`src/rtl/lsu_mem_if.sv`:
```
// Load/store unit back end. Each core request becomes one word-aligned access on
// RAM port B. Store data is replicated across byte lanes and selected by byte
// enables. Load data is extracted and extended from the returned word.
// Misaligned and illegal requests get an error response and make no RAM access.
module lsu_mem_if #(
  parameter int ADDR_WIDTH = 32
) (
  input  logic                  clk,
  input  logic                  rst,
  input  logic                  req_valid_i,
  output logic                  req_ready_o,
  input  logic                  req_we_i,
  input  logic [1:0]            req_size_i,
  input  logic                  req_unsigned_i,
  input  logic [ADDR_WIDTH-1:0] req_addr_i,
  input  logic [31:0]           req_wdata_i,
  output logic                  resp_valid_o,
  output logic [31:0]           resp_rdata_o,
  output logic                  resp_err_o,
  output logic                  busy_o,
  output logic                  mem_valid_o,
  input  logic                  mem_ready_i,
  output logic [ADDR_WIDTH-1:0] mem_addr_o,
  output logic [31:0]           mem_wdata_o,
  output logic [3:0]            mem_we_o,
  input  logic [31:0]           mem_rdata_i
);

  typedef enum logic [1:0] {IDLE, BUS, RESP} state_t;

  state_t                state_q, state_d;
  logic [1:0]            off_q, off_d;
  logic [1:0]            size_q, size_d;
  logic                  we_q, we_d;
  logic                  uns_q, uns_d;
  logic                  mem_valid_q, mem_valid_d;
  logic [ADDR_WIDTH-1:0] mem_addr_q, mem_addr_d;
  logic [31:0]           mem_wdata_q, mem_wdata_d;
  logic [3:0]            mem_we_q, mem_we_d;
  logic                  resp_valid_q, resp_valid_d;
  logic [31:0]           resp_rdata_q, resp_rdata_d;
  logic                  resp_err_q, resp_err_d;

  logic                  accept;
  logic                  req_err;
  logic [3:0]            st_we;
  logic [31:0]           st_wdata;
  logic [31:0]           ld_data;
  logic [31:0]           ld_shb, ld_shh;

  // A new request can be taken whenever no RAM access is outstanding.
  assign req_ready_o  = (state_q != BUS);
  assign busy_o       = (state_q != IDLE);
  assign accept       = req_valid_i && req_ready_o;

  assign mem_valid_o  = mem_valid_q;
  assign mem_addr_o   = mem_addr_q;
  assign mem_wdata_o  = mem_wdata_q;
  assign mem_we_o     = mem_we_q;
  assign resp_valid_o = resp_valid_q;
  assign resp_rdata_o = resp_rdata_q;
  assign resp_err_o   = resp_err_q;

  // Illegal size, or an access that does not fit naturally aligned in one word.
  always_comb begin
    req_err = 1'b0;
    case (req_size_i)
      2'b00:   req_err = 1'b0;
      2'b01:   req_err = req_addr_i[0];
      2'b10:   req_err = (req_addr_i[1:0] != 2'b00);
      default: req_err = 1'b1;
    endcase
  end

  // Store formatting: replicate the data across lanes and pick lanes with byte enables.
  always_comb begin
    st_we    = 4'b1111;
    st_wdata = req_wdata_i;
    case (req_size_i)
      2'b00: begin
        st_wdata = {4{req_wdata_i[7:0]}};
        st_we    = 4'b0001 << req_addr_i[1:0];
      end
      2'b01: begin
        st_wdata = {2{req_wdata_i[15:0]}};
        st_we    = req_addr_i[1] ? 4'b1100 : 4'b0011;
      end
      default: begin
        st_wdata = req_wdata_i;
        st_we    = 4'b1111;
      end
    endcase
  end

  // Load formatting: shift the addressed lane down, then zero- or sign-extend.
  always_comb begin
    ld_shb  = mem_rdata_i >> {off_q, 3'b000};
    ld_shh  = mem_rdata_i >> {off_q[1], 4'b0000};
    ld_data = mem_rdata_i;
    case (size_q)
      2'b00:   ld_data = uns_q ? {24'b0, ld_shb[7:0]}  : {{24{ld_shb[7]}}, ld_shb[7:0]};
      2'b01:   ld_data = uns_q ? {16'b0, ld_shh[15:0]} : {{16{ld_shh[15]}}, ld_shh[15:0]};
      default: ld_data = mem_rdata_i;
    endcase
  end

  // Next-state logic: accept in IDLE/RESP, wait for RAM completion in BUS, pulse response.
  always_comb begin
    state_d      = state_q;
    off_d        = off_q;
    size_d       = size_q;
    we_d         = we_q;
    uns_d        = uns_q;
    mem_valid_d  = mem_valid_q;
    mem_addr_d   = mem_addr_q;
    mem_wdata_d  = mem_wdata_q;
    mem_we_d     = mem_we_q;
    resp_valid_d = 1'b0;
    resp_rdata_d = resp_rdata_q;
    resp_err_d   = resp_err_q;
    case (state_q)
      BUS: begin
        // mem_ready_i is a completion pulse; request fields stay frozen until it arrives.
        if (mem_ready_i) begin
          mem_valid_d  = 1'b0;
          resp_valid_d = 1'b1;
          resp_err_d   = 1'b0;
          resp_rdata_d = we_q ? 32'h0 : ld_data;
          state_d      = RESP;
        end
      end
      default: begin
        // IDLE and RESP behave alike; a stray mem_ready_i here is ignored.
        state_d = IDLE;
        if (accept) begin
          off_d  = req_addr_i[1:0];
          size_d = req_size_i;
          we_d   = req_we_i;
          uns_d  = req_unsigned_i;
          if (req_err) begin
            resp_valid_d = 1'b1;
            resp_err_d   = 1'b1;
            resp_rdata_d = 32'h0;
            state_d      = RESP;
          end else begin
            mem_valid_d = 1'b1;
            mem_addr_d  = {req_addr_i[ADDR_WIDTH-1:2], 2'b00};
            mem_wdata_d = st_wdata;
            mem_we_d    = req_we_i ? st_we : 4'b0000;
            state_d     = BUS;
          end
        end
      end
    endcase
  end

  // State and output registers; reset drops any in-flight access without a response.
  always_ff @(posedge clk or posedge rst) begin
    if (rst) begin
      state_q      <= IDLE;
      off_q        <= 2'b00;
      size_q       <= 2'b00;
      we_q         <= 1'b0;
      uns_q        <= 1'b0;
      mem_valid_q  <= 1'b0;
      mem_addr_q   <= '0;
      mem_wdata_q  <= 32'h0;
      mem_we_q     <= 4'b0000;
      resp_valid_q <= 1'b0;
      resp_rdata_q <= 32'h0;
      resp_err_q   <= 1'b0;
    end else begin
      state_q      <= state_d;
      off_q        <= off_d;
      size_q       <= size_d;
      we_q         <= we_d;
      uns_q        <= uns_d;
      mem_valid_q  <= mem_valid_d;
      mem_addr_q   <= mem_addr_d;
      mem_wdata_q  <= mem_wdata_d;
      mem_we_q     <= mem_we_d;
      resp_valid_q <= resp_valid_d;
      resp_rdata_q <= resp_rdata_d;
      resp_err_q   <= resp_err_d;
    end
  end

endmodule

```
`config.mk`:
```
export PLATFORM = sky130hd
export DESIGN_NAME = lsu_mem_if
export DESIGN_NICKNAME = d
export VERILOG_FILES = /design/src/rtl/lsu_mem_if.sv
export SDC_FILE = /design/constraint.sdc
export NUM_CORES = 1
export LEC_CHECK = 0
export BUFFER_PORTS_ARGS = -buffer_cell sky130_fd_sc_hd__buf_2
export CAP_MARGIN = 20
export CORE_MARGIN = 5
export CORE_UTILIZATION = 48
export CTS_CLUSTER_DIAMETER = 40
export DETAILED_ROUTE_END_ITERATION = 8
export PLACE_DENSITY = 0.8
export SYNTH_ARGS = -nofsm -noshare
export SYNTH_HDL_FRONTEND = slang
export SYNTH_SLANG_ARGS = --single-unit
```
`constraint.sdc`:
```
create_clock -name clk -period 5.6 [get_ports clk]
set_clock_uncertainty 0.2 [all_clocks]
set_input_delay 1.68 -clock clk [delete_from_list [all_inputs] [get_ports clk]]
set_output_delay 1.68 -clock clk [all_outputs]
set_load 0.05 [all_outputs]
```
==> out/results.ini <==
[sta]
slew_headroom_pct=26.9
tns_ns=0
setup_slack_ns=2.02
period_needed_ns=3.58
rsz0062_at_grt=false
hold_violations=0
finalSetupViolCount=0
max_freq_mhz=279
worst_slew_pin_slew_ns=1.09
report.final.slew_viol_count=0
finalCritPeriodShare_pct=64.0

[synth]
synth.yosys.warnings=0
synth.avg_cell_area_sq_um=11.9
yosysSeqAreaShare_pct=54.4
ys.flop_type=dfrtp_1
netlist_instances=423
synthArstFlopShare_pct=100
syn-cell-area_sq_mm=0.00501
yosysTopAreaCell=dfrtp_1
synthTopCellsByArea=dfrtp_1 (54%), mux2_1 (8.5%), mux2i_1 (6.2%), nand2_1 (3.5%), a221o_1 (3.4%)
yosysTopAreaCellShare_pct=54.4
synth_edf_count=0
synth_cell_types=46
synth_seq_cells=109

[cells_and_area]
drive_gt1_share_pct=39.5
multiInputGateArea_sq_mm=0.00206
antenna_cells=0
synthToLayoutAreaGrowth_pct=24.2
nNetsFinal=718
n_fill_cell=887
regArea_sq_mm=0.00273

[placed_design]
io_buffers=206
hpwl_mm=9.89
gp_congestion=0.850
pre_cts_ws_ns=1.67

[setup_path]
worstPathArrival_ns=3.61
start_kind=primary input
reg2reg_depth=4
crit_required_ns=5.63
r2r_end=resp_rdata_o[17]
path_buf_inv=2
timing.rr.start=off_q[1]
cp-end-kind=flip-flop
r2r_slack_ns=3.18
worstSetupPathType=in -> reg
cp_slowest_cell=buf_4
path_max_fanout=76
path_cells=buf_2, a21oi_1, o211ai_1, buf_4, mux2_1
crit_family=buffers and inverters
slowest_delay_ns=0.65

[global_route]
antenna_found_initial=0
track_usage_pct=20.9
grt_pass1_wl_mm=21.5
overflow=0
grt_max_degree=77
grt_pass1_vias=4244

[worst_hold_path]
hold_end=resp_rdata_o[0]
holdPathStages=2
hp-start=resp_rdata_o[0]
hold_path_class=reg -> reg

[routing]
first_pass_iters=5
wl_per_cell_um=17.6
drcViolationCount=0
via_per_inst=5.50
wl_mm=13.2
ant_nets=0
drt_iter0_markers=241
vias=4145

[clock_network]
cts_tree=done
htree_levels=3
clock_path_buffers=2
clock_latency_ns=0.35
clk_pin_slew_ns=0.10
cts_hold_buf=0
cts_root_buffer=clkbuf_8
cts_buffers=9
cts_sinks=109
cts_setup_buffers=0
cts_resized=0

[run]
cap_violations=0

[die]
dieArea_sq_mm=0.0126
die-height_um=112
initial_core_util_pct=48.8
fp.dieW_um=112
core_sq_mm=0.0103
io_pins=209
rows=37

[status]
run_status=finished clean

[pwr]
vdd_drop_max_mv=0.226
leakage_uw=0.00318
power.density_mw_per_mm2=426

-- cells in the mapped netlist, types with 3 or more instances --
| library cell | n |
|---|---|
| a21oi_1 | 17 |
| a221o_1 | 17 |
| a32o_1 | 8 |
| buf_2 | 10 |
| buf_6 | 10 |
| clkbuf_1 | 7 |
| dfrtp_1 | 109 |
| inv_1 | 3 |
| inv_2 | 3 |
| mux2_1 | 38 |
| mux2_2 | 5 |
| mux2i_1 | 31 |
| nand2_1 | 47 |
| nand2b_1 | 12 |
| nor2_1 | 17 |
| o21ai_0 | 7 |
| o21ai_1 | 34 |
| o221ai_1 | 7 |
| or3_1 | 5 |
-- worst reg2reg max path: stages (launching register included) --
cell     delay (ns)
dfrtp_1        0.82
mux2_4         0.33
mux2i_2        0.09
nor4_4         0.69
a221o_1        0.23
-- registers in the layout (all words and copies together) (netlist names), 2 cells and up --
register      count
mem_addr_o       30
mem_wdata_o      32
mem_we_o          4
off_q             2
resp_rdata_o     32
size_q            2
state_q           2
-- how the worst max path moves through the flow --
stage / from / to / slack, ns / depth (start not counted)
4_1_cts: req_size_i[1] / mem_addr_o[23] / 2.06 / 5
3_3_place_gp: req_size_i[1] / mem_addr_o[28] / 1.72 / 5
6_report: req_size_i[1] / mem_addr_o[23] / 2.02 / 5
5_1_grt: req_size_i[1] / mem_addr_o[23] / 1.91 / 5
3_5_place_dp: req_size_i[1] / mem_addr_o[12] / 1.67 / 5
2_1_floorplan: rst / mem_addr_o[10] / 0.85 / 1
-- logic make-up (layout without fill, tap and decap cells) --
| kind of cell | Yosys count | in the layout | share of synthesized area [%] |
|---|---|---|---|
| flops | 109 | 109 | 54.4 |
| compound gates | 104 | 104 | 14.9 |
| simple gates | 95 | 95 | 9.26 |
| mux | 77 | 77 | 16.7 |
| buf+inv | 37 | 231 | 4.67 |
| other cells | 1 | 2 | 0.0748 |
-- where the power goes --
group	internal, uW	switching, uW
clock	178	274
combinational	288	847
sequential	952	113
-- metal layers --
| metal | track usage [%] | vias to the layer above | routed length [um] |
|---|---|---|---|
| li1 | - | 1909 | - |
| met1 | 26.6 | 2022 | 5300 |
| met2 | 35.4 | 190 | 6690 |
| met3 | 4.80 | 24 | 942 |
| met4 | 6.73 | 0 | 300 |
| met5 | 0 | - | 0 |
-- per-stage QoR --
step           cells  utilization [%]  instance area (sq um)  total power (uW)  hold slack (ns)
2_1_floorplan    424                -                   5020              1930            0.267
3_3_place_gp     738             58.7                   6030              2190            0.253
3_5_place_dp     738             58.7                   6030              2220            0.266
4_1_cts          753             60.5                   6220              2680            0.294
5_1_grt          754             60.6                   6230              2790            0.316
6_report         754             60.6                   6230              2650            0.284
-- cell type report --
class                   instances  area share (%)
clock buffers                  10            2.21
inverters                       6           0.402
well taps                     136            2.73
flip-flops and latches        109            43.8
repair buffers                210            17.1
clock inverters                 5           0.723
multi-input cells             278            33.0
-- placed cells by master (no fill, tap or decap), types with 3 or more instances in the layout --
cell type,instances
a21oi_1,17
dfrtp_1,109
mux2_2,5
a32o_1,8
o21ai_0,7
nand2_1,47
nor2_1,17
clkbuf_8,10
a221o_1,17
o221ai_1,7
mux2_1,38
o21ai_1,34
or3_1,5
mux2i_1,31
nand2b_1,12
buf_4,3
inv_2,3
buf_2,206
clkinvlp_4,3
(Power assumes the default switching activity.)
